File: config.mk
export PLATFORM = sky130hd
export DESIGN_NAME = ifu_fetch_stage
export DESIGN_NICKNAME = d
export VERILOG_FILES = /design/src/rtl/ifu_fetch_stage.sv
export SDC_FILE = /design/constraint.sdc
export NUM_CORES = 1
export LEC_CHECK = 0
export CELL_PAD_IN_SITES_DETAIL_PLACEMENT = 0
export CELL_PAD_IN_SITES_GLOBAL_PLACEMENT = 1
export CORE_ASPECT_RATIO = 1.5
export CORE_UTILIZATION = 52
export DETAILED_ROUTE_END_ITERATION = 8
export DONT_BUFFER_PORTS = 1
export HOLD_SLACK_MARGIN = 0.12
export PLACE_DENSITY_LB_ADDON = 0.25
export SYNTH_ARGS = -nofsm -noshare
export SYNTH_HDL_FRONTEND = slang
export SYNTH_SLANG_ARGS = --single-unit
File: constraint.sdc
create_clock -name clk -period 2.7 [get_ports clk]
set_clock_uncertainty 0.1 [all_clocks]
set_input_delay 0.27 -clock clk [delete_from_list [all_inputs] [get_ports clk]]
set_output_delay 0.27 -clock clk [all_outputs]
set_load 0.05 [all_outputs]
File: src/rtl/ifu_fetch_stage.sv
// Instruction fetch stage: owns the architectural PC, issues one word read per
// instruction on a req/gnt/rvalid bus, registers the returned word and hands it
// to decode with a valid/ready handshake, then waits for the next PC from
// writeback. Exactly one transaction is outstanding at any time.
module ifu_fetch_stage #(
  parameter logic [31:0] RESET_PC = 32'h8000_0000
) (
  input  logic        clk,
  input  logic        rst,
  // instruction bus
  output logic        mem_req,
  output logic [31:0] mem_addr,
  input  logic        mem_gnt,
  input  logic        mem_rvalid,
  input  logic [31:0] mem_rdata,
  input  logic        mem_err,
  // toward decode
  output logic [31:0] inst,
  output logic [31:0] pc,
  output logic        IFU_valid,
  input  logic        IDU_ready,
  // from writeback
  input  logic        npc_valid,
  input  logic [31:0] npc,
  // status
  output logic        fetch_err,
  output logic [31:0] fetch_cnt
);

  typedef enum logic [2:0] {
    S_REQ  = 3'd0,
    S_WAIT = 3'd1,
    S_OUT  = 3'd2,
    S_NPC  = 3'd3,
    S_ERR  = 3'd4
  } state_e;

  state_e      r_state_q, r_state_d;
  logic [31:0] r_pc_q,    r_pc_d;
  logic [31:0] r_inst_q,  r_inst_d;
  logic [31:0] r_cnt_q,   r_cnt_d;
  logic        r_err_q,   r_err_d;

  logic        w_npc_misaligned;

  assign w_npc_misaligned = (npc[1:0] != 2'b00);

  // State and datapath registers; reset abandons any in-flight bus transaction.
  always_ff @(posedge clk or negedge rst) begin
    if (!rst) begin
      r_state_q <= S_REQ;
      r_pc_q    <= RESET_PC;
      r_inst_q  <= 32'h0;
      r_cnt_q   <= 32'h0;
      r_err_q   <= 1'b0;
    end else begin
      r_state_q <= r_state_d;
      r_pc_q    <= r_pc_d;
      r_inst_q  <= r_inst_d;
      r_cnt_q   <= r_cnt_d;
      r_err_q   <= r_err_d;
    end
  end

  // Next-state logic; inputs outside the state that consumes them are ignored.
  always_comb begin
    r_state_d = r_state_q;
    r_pc_d    = r_pc_q;
    r_inst_d  = r_inst_q;
    r_cnt_d   = r_cnt_q;
    r_err_d   = r_err_q;
    case (r_state_q)
      S_REQ: begin
        if (mem_gnt) begin
          r_state_d = S_WAIT;
        end
      end
      S_WAIT: begin
        if (mem_rvalid) begin
          if (mem_err) begin
            // Faulting fetch leaves the previous instruction in place.
            r_err_d   = 1'b1;
            r_state_d = S_ERR;
          end else begin
            r_inst_d  = mem_rdata;
            r_state_d = S_OUT;
          end
        end
      end
      S_OUT: begin
        if (IDU_ready) begin
          r_cnt_d   = r_cnt_q + 32'd1;
          r_state_d = S_NPC;
        end
      end
      S_NPC: begin
        if (npc_valid) begin
          r_pc_d = npc;
          if (w_npc_misaligned) begin
            r_err_d   = 1'b1;
            r_state_d = S_ERR;
          end else begin
            r_state_d = S_REQ;
          end
        end
      end
      S_ERR: begin
        r_err_d = 1'b1;
      end
      default: begin
        // Unreachable encodings park in the fault state.
        r_err_d   = 1'b1;
        r_state_d = S_ERR;
      end
    endcase
  end

  // Outputs are decoded purely from registered state.
  always_comb begin
    mem_req   = (r_state_q == S_REQ);
    mem_addr  = r_pc_q;
    IFU_valid = (r_state_q == S_OUT);
    inst      = r_inst_q;
    pc        = r_pc_q;
    fetch_err = r_err_q;
    fetch_cnt = r_cnt_q;
  end

endmodule

==> metrics, run 1 <==
ANT cells=0; synthesized area=~4400 um2; fill cell count=584; vias per cell=roughly 5.4; post-synthesis compound-gate area fraction=less than 1%; crit path kind=register to register; Seq pwr share=around 64%; mux share of post-synthesis cell area=between 10% and 20%; Area Overhead vs Synth=20.90%; # rows=40; Synth Flop Type=dfrtp_1; Slew Limit Fails=0; worst hold-check path type=input port to async pin; layout cells sized above 1=27.94%; routed len/inst=19.28 um; Hold Fails Final Rpt=100; synthesized flop and latch total=100; starting density of the core=54.45%; Non-Filler Instances=between 400 and 500; first drt pass iteration count=4; root buf cell=clkbuf_16; global placement routability congestion=0.7991; sequential area share after synthesis=a little under three fifths; top-count cell post-synth=dfrtp_1; CP Max Fanout=10; CTS H-tree lvls=3; gr usage total=21.56%; Pint=~3.0 mW; post-detail-place hpwl=5937 um; CTS Buffer Depth=2; Worst setup EP type=register; # DRC=0; Rel. slew slack=36.98%; global-route wire length before repair=roughly 14,000 um; Setup TNS=0 ps; synth unique cells=36; final setup violating endpoints=0; register area=~2500 um2; Routed Antenna Nets=0; Synth Area in Adders=0.2817%; Resized cells post-CTS=0; worst skew pair latency=between 300 and 400 ps; antenna violations before repair=0; syn_nets=394; placed instance count=408; Final Total Pwr=around 5.3 mW; post-layout min period=about 2200 ps; Yosys warnings=0; leading area contributor after synthesis=dfrtp_1; vias in the first global route=2,697; Die W=about 77 um; simple logic cell fraction of the synthesized area=between 10 and 15%; Port Buf Inserts=0; CP max stage cell=nor4_4; Area contributors post-synth=dfrtp_1 56%, mux2_4 9.8%, mux2_2 8.1%; violated checks=hold timing; Final Util=about two thirds; leakage power=~2.6 nW; DIE AREA=a little under 9000 um2; cell count after synthesis=about 320; FFs w/ async S/R, synth=between 90% and 100%; Synth top cells by count=99 x dfrtp_1, 33 x buf_4, 32 x mux2_2; Worst Tran Pin Value=around 950 ps; setup ws final=549.8 ps; Combinational Power Share=roughly an eighth; Clk pin slew, worst setup/hold paths=60 ps; top-area cell type share of the netlist area=55.77%; Cell Area, Placed=about 4400 um2; final instance area=between 5000 and 6000 um2; Num CTS Buffers=9; post-CTS setup buffer count=0; combinational family with the most area after synthesis=multiplexers; Syn Area/Cell=around 14 um2; final worst path period share=79.64%; critical-path cell list=nand4bb_1 > nor4_4 > nand4_1 > xnor2_1; hold_buf cts=between 60 and 70; pwr/cell area=between 900 and 1000 nW/um2; vias=2,618; fmax=around 0.47 GHz; pre-CTS WS=around 550 ps; CP startpoint kind=register; die height=~120 um; WHS=-476.9 ps; grt ovf=0; critical path's largest stage delay=approximately 630 ps; DRT iter0 DRCs=between 100 and 150; max cap viols=0; clock group share of total power=approximately a quarter; CTS tree=yes; Nets=approximately 450; area of the multi-input gates=between 1500 and 2000 um2; worst vdd ir=roughly 0.61 mV; number of synthesized flops with an enable pin=0; Switching Power=approximately 2.3 mW; core area=roughly 8200 um2; drt total wl=9408 um; crit path buf inv count=0; cell family with the largest share of critical-path delay=simple AND/OR/NAND/NOR gates; largest net degree at the start of global routing=101; switching share of power=between 40% and 50%; Worst EP arrival=between 2000 and 2500 ps; I/O pin count=202; status=complete, but fails checks; Sink Count=100; RSZ-0062 raised after global routing=false; Worst Path Required=roughly 2800 ps; Synth Area in XOR/XNOR=between 6 and 7%
==> registers in the layout, indices dropped and copies added (netlist names) <==
register   count
mem_addr      32
fetch_cnt     32
fetch_err      1
inst          32
r_state_q      3
==> path summary, 6_finish.rpt <==
path / startpoint / to / slack (ps) / depth (start not counted)
worst max-delay path: r_state_q[1] / fetch_cnt[24] / 550 / 4
worst min-delay path: rst / inst[19] / -480 / 0
worst max register to register: r_state_q[1] / fetch_cnt[24] / 550 / 4
worst min register to register: fetch_cnt[2] / fetch_cnt[2] / 430 / 1
max in group asynchronous: rst / mem_addr[31] / 2770 / 0
min in group clk: mem_err / r_state_q[2] / 150 / 3
==> layout by cell type (no fill, tap or decap), types with 2 or more instances in the layout <==
cell,count
dfrtp_1,99
dlygate4sd3_1,65
mux2_2,32
mux2_4,29
xnor2_1,27
buf_4,24
nand2_1,15
nand3_1,15
nand4_1,11
clkbuf_16,9
nor2_1,7
and3_1,6
and4_1,4
xor2_1,4
nor3_1,3
mux2_1,3
nor2b_1,2
nor4_2,2
and2_1,2
or2_2,2
clkinvlp_4,2
==> kinds of logic (layout without fill, tap and decap cells) <==
group,Yosys count,count (layout)
compound gates,4,4
xor+xnor,31,31
fa+ha+maj,1,1
buf+inv,44,105
flops,100,100
mux,65,65
simple gates,77,77
==> power groups by stage <==
stage          Combinational [mW]  Clock [mW]  Sequential [mW]
2_1_floorplan               0.863           0             3.08
3_3_place_gp                0.571           0             3.38
3_5_place_dp                0.585           0             3.39
4_1_cts                     0.669        1.28             3.36
5_1_grt                     0.718        1.34             3.40
6_report                    0.668        1.25             3.36
==> area by class of cell <==
class / count / share of cell area (%)
clock buffer: 11 / 4.520
clock inverter: 4 / 0.9320
inverter: 1 / 0.06990
multi-input combinational: 178 / 29.94
sequential: 100 / 46.62
tap: 105 / 2.446
timing repair buffer: 89 / 15.47
==> per-layer routing <==
layer | part of all wire, % | up-vias | track usage, %
met5 | 0 | - | 0
met4 | 1.5 | 0 | 9.057
met3 | 6.2 | 12 | 6.508
met2 | 54 | 111 | 38.41
met1 | 38 | 1298 | 23.80
li1 | - | 1197 | -
No activity file was read; power rests on OpenSTA's default activity.
==> run 2: changes to the inputs <==
--- a/config.mk
+++ b/config.mk
@@ -5,10 +5,11 @@
 export SDC_FILE = /design/constraint.sdc
 export NUM_CORES = 1
 export LEC_CHECK = 0
+export ABC_AREA = 1
 export CELL_PAD_IN_SITES_DETAIL_PLACEMENT = 0
 export CELL_PAD_IN_SITES_GLOBAL_PLACEMENT = 1
 export CORE_ASPECT_RATIO = 1.5
-export CORE_UTILIZATION = 52
+export CORE_UTILIZATION = 46
 export DETAILED_ROUTE_END_ITERATION = 8
 export DONT_BUFFER_PORTS = 1
 export HOLD_SLACK_MARGIN = 0.12
==> constraint.sdc (replaced) <==
create_clock -name clk -period 2 [get_ports clk]
set_clock_uncertainty 0.1 [all_clocks]
set_input_delay 0.2 -clock clk [delete_from_list [all_inputs] [get_ports clk]]
set_output_delay 0.2 -clock clk [all_outputs]
set_load 0.05 [all_outputs]
==> run 2 against run 1 <==
  * The run still ends with hold timing left
  * Final cell count rose by 51%
  * Highest routed layer unchanged
  * Synthesized cell count rose by 56%
  * Largest power group unchanged
  * Fmax rose by 13%
  * Clock-buffer cell count did not move
==> metrics, run 2 <==
final instance area=6247 um2 (was 5370 um2); Syn Area/Cell=9.510 um2 (was 13.79 um2); Die W=85.10 um (was 77.46 um); met2 GRT Util=40.13% (was 38.41%); # rows=45 (was 40); Non-Filler Instances=735 (was 488); grt ovf=0 (unchanged); Yosys warnings=0 (unchanged); worst skew pair latency=340 ps (about the same); pwr/cell area=1220 nW/um2 (was 983.9 nW/um2); Resized cells post-CTS=0 (unchanged); Worst EP arrival=2090 ps (was 2250 ps); final setup violating endpoints=0 (unchanged); synth unique cells=33 (was 36); vias in the first global route=3,943 (was 2,697); first drt pass iteration count=4 (unchanged); global placement routability congestion=0.8497 (was 0.7991); cell count after synthesis=501 (was 322); ANT cells=0 (unchanged); layout cells sized above 1=22.17% (was 27.94%); root buf cell=clkbuf_16 (unchanged); most frequent cells in the layout=142 x nand2_1, 99 x dfrtp_1, 80 x dlygate4sd3_1, 66 x buf_4, 51 x nand3_1 (was 99 x dfrtp_1, 65 x dlygate4sd3_1, 32 x mux2_2, 29 x mux2_4, 27 x xnor2_1); leakage power=3.088 nW (was 2.563 nW); global-route wire length before repair=18,890 um (was 14,350 um); starting density of the core=47.27% (was 54.45%); I/O pin count=202 (unchanged); synthesized flop and latch total=100 (unchanged); top-count cell post-synth=nand2_1 (was dfrtp_1); hold_buf cts=80 (was 65); # DRC=0 (unchanged); CTS H-tree lvls=3 (unchanged); Area Overhead vs Synth=31.12% (was 20.90%); GRT met1 Usage=25.59% (was 23.80%); violated checks=hold timing (unchanged); DIE AREA=10,780 um2 (was 8923 um2); antenna violations before repair=0 (unchanged); Synth Flop Type=dfrtp_1 (unchanged); Worst Tran Pin Value=815.9 ps (was 945.3 ps); CP max stage cell=dlygate4sd3_1 (was nor4_4); reg2reg start=r_state_q[1] (unchanged); post-detail-place hpwl=7586 um (was 5937 um); top-area cell type share of the netlist area=52.00% (was 55.77%); vias per cell=5.154 (was 5.365); most used routing layer=met2 (unchanged); Worst Path Required=2180 ps (was 2800 ps); drt total wl=11,550 um (was 9408 um); Rel. slew slack=45.42% (was 36.98%); final worst path period share=95.52% (was 79.64%); FFs w/ async S/R, synth=100.0% (unchanged); largest net degree at the start of global routing=101 (unchanged); Port Buf Inserts=0 (unchanged); critical-path cell list=inv_2 > nand3_1 > nor2_4 > buf_12 > nand3_1 > dlygate4sd3_1 > nand2_1 (was nand4bb_1 > nor4_4 > nand4_1 > xnor2_1); Hold Fails Final Rpt=100 (unchanged); Slew Limit Fails=0 (unchanged); worst vdd ir=0.9016 mV (was 0.6105 mV); placed instance count=638 (was 408); sequential area share after synthesis=52.55% (was 56.37%); met3 Resource Use GR=6.441% (was 6.508%); Final Total Pwr=7.620 mW (was 5.284 mW); Setup TNS=0 ps (unchanged); die height=126.6 um (was 115.2 um); CTS tree=yes (unchanged); leading area contributor after synthesis=dfrtp_1 (unchanged); RSZ-0062 raised after global routing=false (unchanged); max cap viols=0 (unchanged); synthesized area=4765 um2 (was 4442 um2); worst hold-check path type=input port to async pin (unchanged); vias=3,788 (was 2,618); fmax=0.5234 GHz (was 0.4651 GHz); crit path kind=register to register (unchanged); gr usage total=22.50% (was 21.56%); core area=10,080 um2 (was 8158 um2); routed len/inst=15.72 um (was 19.28 um); Routed Antenna Nets=0 (unchanged); Clk pin slew, worst setup/hold paths=70 ps (was 60 ps); status=complete, but fails checks (unchanged); critical path's largest stage delay=570 ps (was 630 ps); number of synthesized flops with an enable pin=0 (unchanged); Num CTS Buffers=9 (unchanged); DRT iter0 DRCs=181 (was 111); Area contributors post-synth=dfrtp_1 52%, nand2_1 11%, mux2_2 7.3% (was dfrtp_1 56%, mux2_4 9.8%, mux2_2 8.1%); CP Max Fanout=15 (was 10); commonest non-fill, non-tap cell in the layout=nand2_1 (was dfrtp_1); Synth top cells by count=142 x nand2_1, 99 x dfrtp_1, 51 x nand3_1 (was 99 x dfrtp_1, 33 x buf_4, 32 x mux2_2); Sink Count=100 (unchanged); Cell Area, Placed=5076 um2 (was 4427 um2); CP most frequent cell=nand3_1; Nets=685 (was 451); CP startpoint kind=register (unchanged); post-layout min period=1910 ps (was 2150 ps); Worst setup EP type=register (unchanged); WHS=-549.2 ps (was -476.9 ps); CTS Buffer Depth=2 (unchanged); Critical Path Start=r_state_q[1] (unchanged); syn_nets=573 (was 394)
run 2: changes by cell type after synthesis, moves of 5 or more:
cell,delta
and3_1,-6
buf_2,+5
inv_1,+29
mux2_4,-29
nand2_1,+127
nand3_1,+36
nor2_1,+21
nor2_2,+6
nor2_4,+7
xnor2_1,-13
run 2: layer usage:
| layer | part of all wire (%) | vias to the layer above |
|---|---|---|
| met2 | 53 | 144 |
| met1 | 39 | 1831 |
| met4 | 1.9 | 0 |
| met3 | 6.6 | 14 |
| met5 | 0 | - |
| li1 | - | 1799 |
run 2: path summary, 6_finish.rpt:
check                          endpoint  slack (ps)  depth (start not counted)
min in group clk           fetch_cnt[0]         150                          2
min reg2reg                mem_addr[12]         410                          1
max reg2reg                     inst[9]          90                          7
min                        mem_addr[24]        -550                          0
max in group asynchronous  mem_addr[31]        2180                          0
max                             inst[9]          90                          7
run 2: logic make-up after synthesis:
family,share of synthesized area [%]
AOI/OAI and AO/OA,0.7354
xor gates and xnor gates,3.860
adders and majority gates,0.2626
buffers and inverters,9.532
DFF,52.55
muxes,7.563
and+or+nand+nor,25.50
run 2: what timing repair did:
| item | CTS | global route |
|---|---|---|
| setup buffers | 0 | 1 |
| endpoints found under the setup margin | 0 | 11 |
| endpoints found under the hold margin | 166 | 100 |
run 2: worst max-delay path, delay by kind of cell, from the launching register on:
family / cells / cell delay [ps]
buffers and inverters: 3 / 810
AND/OR/NAND/NOR: 4 / 470
flip-flops: 1 / 470
run 2: final cells by class:
class,instances,area (um2)
inverters,33,123.9
clock buffers,11,242.7
clock inverters,5,107.6
multi-input cells,322,1807
fillers,824,3831
repair buffers,147,1316
well taps,117,146.4
flip-flops and latches,100,2504
run 2: metrics by stage:
step | worst slack [ps] | utilization, % | hold WS [ps]
global route | 15.31 | 61.99 | -569.6
floorplan | 58.74 | - | -195.6
global placement | 325.5 | 50.37 | -193.8
CTS | 80.35 | 61.79 | -563.3
detailed placement | 230.0 | 50.37 | -193.7
finish | 89.51 | 61.99 | -549.2
run 2: power breakdown:
part / leakage (nW) / switching, mW / internal [mW]
clock network: 0.170 / 0.758 / 1.26
registers: 1.33 / 1.44 / 2.44
logic: 1.59 / 1.22 / 0.496
total: 3.09 / 3.42 / 4.20
==> run 3: changes to the inputs <==
==> constraint.sdc (replaced) <==
create_clock -name clk -period 2 [get_ports clk]
set_clock_uncertainty 0.1 [all_clocks]
set_input_delay 0.2 -clock clk [delete_from_list [all_inputs] [get_ports clk]]
set_output_delay 0.2 -clock clk [all_outputs]
set_load 0.1 [all_outputs]
==> run 3 against run 2 <==
  * Largest power group is now combinational cells
  * Clock power hardly changed
  * Register-to-register slack better by 30 ps
  * Flip-flop and latch count stayed put
  * Critical path depth is 1 lower
  * Worst setup slack better by 26 ps
  * Sequential share of layout area is 0.81 points lower
  * The flow still finishes with violations (hold timing)
  * Wire length is 0.76% higher
  * Final cell count is 3.5% higher
  * Combinational power grew to 3.2 times the previous value
  * Via count is 1.8% higher
  * Global-route usage is 0.39 points higher
  * Sequential power is 31% lower
==> metrics, run 3 (synthesis results as in run 2) <==
Final Util=64.62% (was 61.99%); Nets=712 (was 685); core area=10,080 um2 (unchanged); leakage power=3.203 nW (was 3.088 nW); max cap viols=0 (unchanged); fmax=0.5307 GHz (was 0.5234 GHz); worst skew pair latency=340 ps (about the same); post-layout min period=1884 ps (was 1910 ps); hold_buf cts=70 (was 80); root buf cell=clkbuf_16 (unchanged); worst vdd ir=1.440 mV (was 0.9016 mV); Rel. slew slack=62.95% (was 45.42%); Non-Filler Instances=761 (was 735); worst hold-check path type=input port to async pin (unchanged); DIE AREA=10,780 um2 (unchanged); # DRC=0 (unchanged); RSZ-0062 raised after global routing=false (unchanged); I/O pin count=202 (unchanged); largest net degree at the start of global routing=101 (unchanged); CTS H-tree lvls=3 (unchanged); Final Total Pwr=10.23 mW (was 7.620 mW); critical path's largest stage delay=540 ps (was 570 ps); violated checks=hold timing (unchanged); vias=3,855 (was 3,788); vias in the first global route=4,002 (was 3,943); grt ovf=0 (unchanged); placed instance count=676 (was 638); DRT iter0 DRCs=130 (was 181); Routed Antenna Nets=0 (unchanged); Clk pin slew, worst setup/hold paths=70 ps (about the same); layout cells sized above 1=34.16% (was 22.17%); Worst Reg-to-Reg Cells=6 (was 7); global-route wire length before repair=19,360 um (was 18,890 um); reg2reg start=r_state_q[1] (unchanged); vias per cell=5.066 (was 5.154); Worst Tran Pin Value=560.3 ps (was 815.9 ps); CP startpoint kind=register (unchanged); Port Buf Inserts=0 (unchanged); die height=126.6 um (unchanged); Die W=85.10 um (unchanged); Num CTS Buffers=9 (unchanged); crit path kind=register to register (unchanged); Slew Limit Fails=0 (unchanged); Hold Fails Final Rpt=100 (unchanged); CTS tree=yes (unchanged); Worst R2R End=r_state_q[2] (was inst[9]); Sink Count=100 (unchanged); ANT cells=0 (unchanged); CP max stage cell=dlygate4sd3_1 (unchanged); final instance area=6513 um2 (was 6247 um2); CP Max Fanout=5 (was 15); cell family with the largest share of critical-path delay=buffers and inverters (unchanged); starting density of the core=47.27% (unchanged); gr usage total=22.89% (was 22.50%); pwr/cell area=1571 nW/um2 (was 1220 nW/um2); Cell Area, Placed=5454 um2 (was 5076 um2); status=complete, but fails checks (unchanged); CTS Buffer Depth=2 (unchanged); final worst path period share=94.21% (was 95.52%); WHS=-549.4 ps (was -549.2 ps); CP most frequent cell=nand3_1 (unchanged); post-detail-place hpwl=7935 um (was 7586 um); # rows=45 (unchanged); pre-CTS WS=200.8 ps (was 230.0 ps); Worst EP arrival=2000 ps (was 2090 ps); global placement routability congestion=0.8310 (was 0.8497); fill cell count=801 (was 824); crit path buf inv count=3 (unchanged); drt total wl=11,640 um (was 11,550 um); commonest non-fill, non-tap cell in the layout=nand2_1 (unchanged); most frequent cells in the layout=142 x nand2_1, 102 x buf_4, 69 x dlygate4sd3_1, 56 x dfrtp_1, 51 x nand3_1 (was 142 x nand2_1, 99 x dfrtp_1, 80 x dlygate4sd3_1, 66 x buf_4, 51 x nand3_1); Worst Path Required=2120 ps (was 2180 ps); flop-to-flop setup slack=120 ps (was 90 ps); routed len/inst=15.30 um (was 15.72 um); first drt pass iteration count=6 (was 4); critical-path cell list=inv_2 > nand3_1 > or2_1 > nand3_1 > inv_1 > dlygate4sd3_1 (was inv_2 > nand3_1 > nor2_4 > buf_12 > nand3_1 > dlygate4sd3_1 > nand2_1); Worst setup EP type=register (unchanged); setup ws final=115.8 ps (was 89.51 ps); antenna violations before repair=0 (unchanged); final setup violating endpoints=0 (unchanged); Area Overhead vs Synth=36.69% (was 31.12%); Setup TNS=0 ps (unchanged)
## run 3: layout make-up
class	count	area, um2	share of cell area, %
Clock inverter	5	107.6	1.652
Inverter	33	123.9	1.902
Multi-Input combinational cell	322	1822	27.97
Tap cell	117	146.4	2.248
Clock buffer	10	239.0	3.670
Sequential cell	100	2557	39.27
Timing Repair Buffer	174	1516	23.29
## run 3: routing by layer
layer	wire length, um	share of wire, %	global-route usage (%)	up-vias
li1	-	-	-	1845
met1	4569	39	26.80	1837
met2	6078	52	39.94	157
met3	782	6.7	6.116	16
met4	212	1.8	8.475	0
met5	0	0	0	-
## run 3: how the worst max path moves through the flow
stage                          endpoint  cells after the start     startpoint
final                      r_state_q[2]                      6   r_state_q[1]
after global placement     fetch_cnt[6]                      5   r_state_q[0]
after detailed placement   fetch_cnt[4]                      5   r_state_q[0]
after global routing       r_state_q[2]                      6   r_state_q[1]
after floorplan           fetch_cnt[20]                      6  fetch_cnt[14]
after CTS                  r_state_q[2]                      6   r_state_q[1]
## run 3: timing repair
| item | in CTS | in global routing |
|---|---|---|
| resized for setup | 0 | 1 |
| setup endpoints to repair | 0 | 1 |
| buffers inserted | 0 | 0 |
| endpoints found under the hold margin | 166 | 100 |
## run 3: where the power goes
group	total, mW	switching, mW	internal, mW	leakage (nW)
registers	2.66	0.185	2.47	1.26
logic	5.58	4.66	0.920	1.77
clock network	1.99	0.735	1.26	0.169
total	10.2	5.58	4.65	3.20
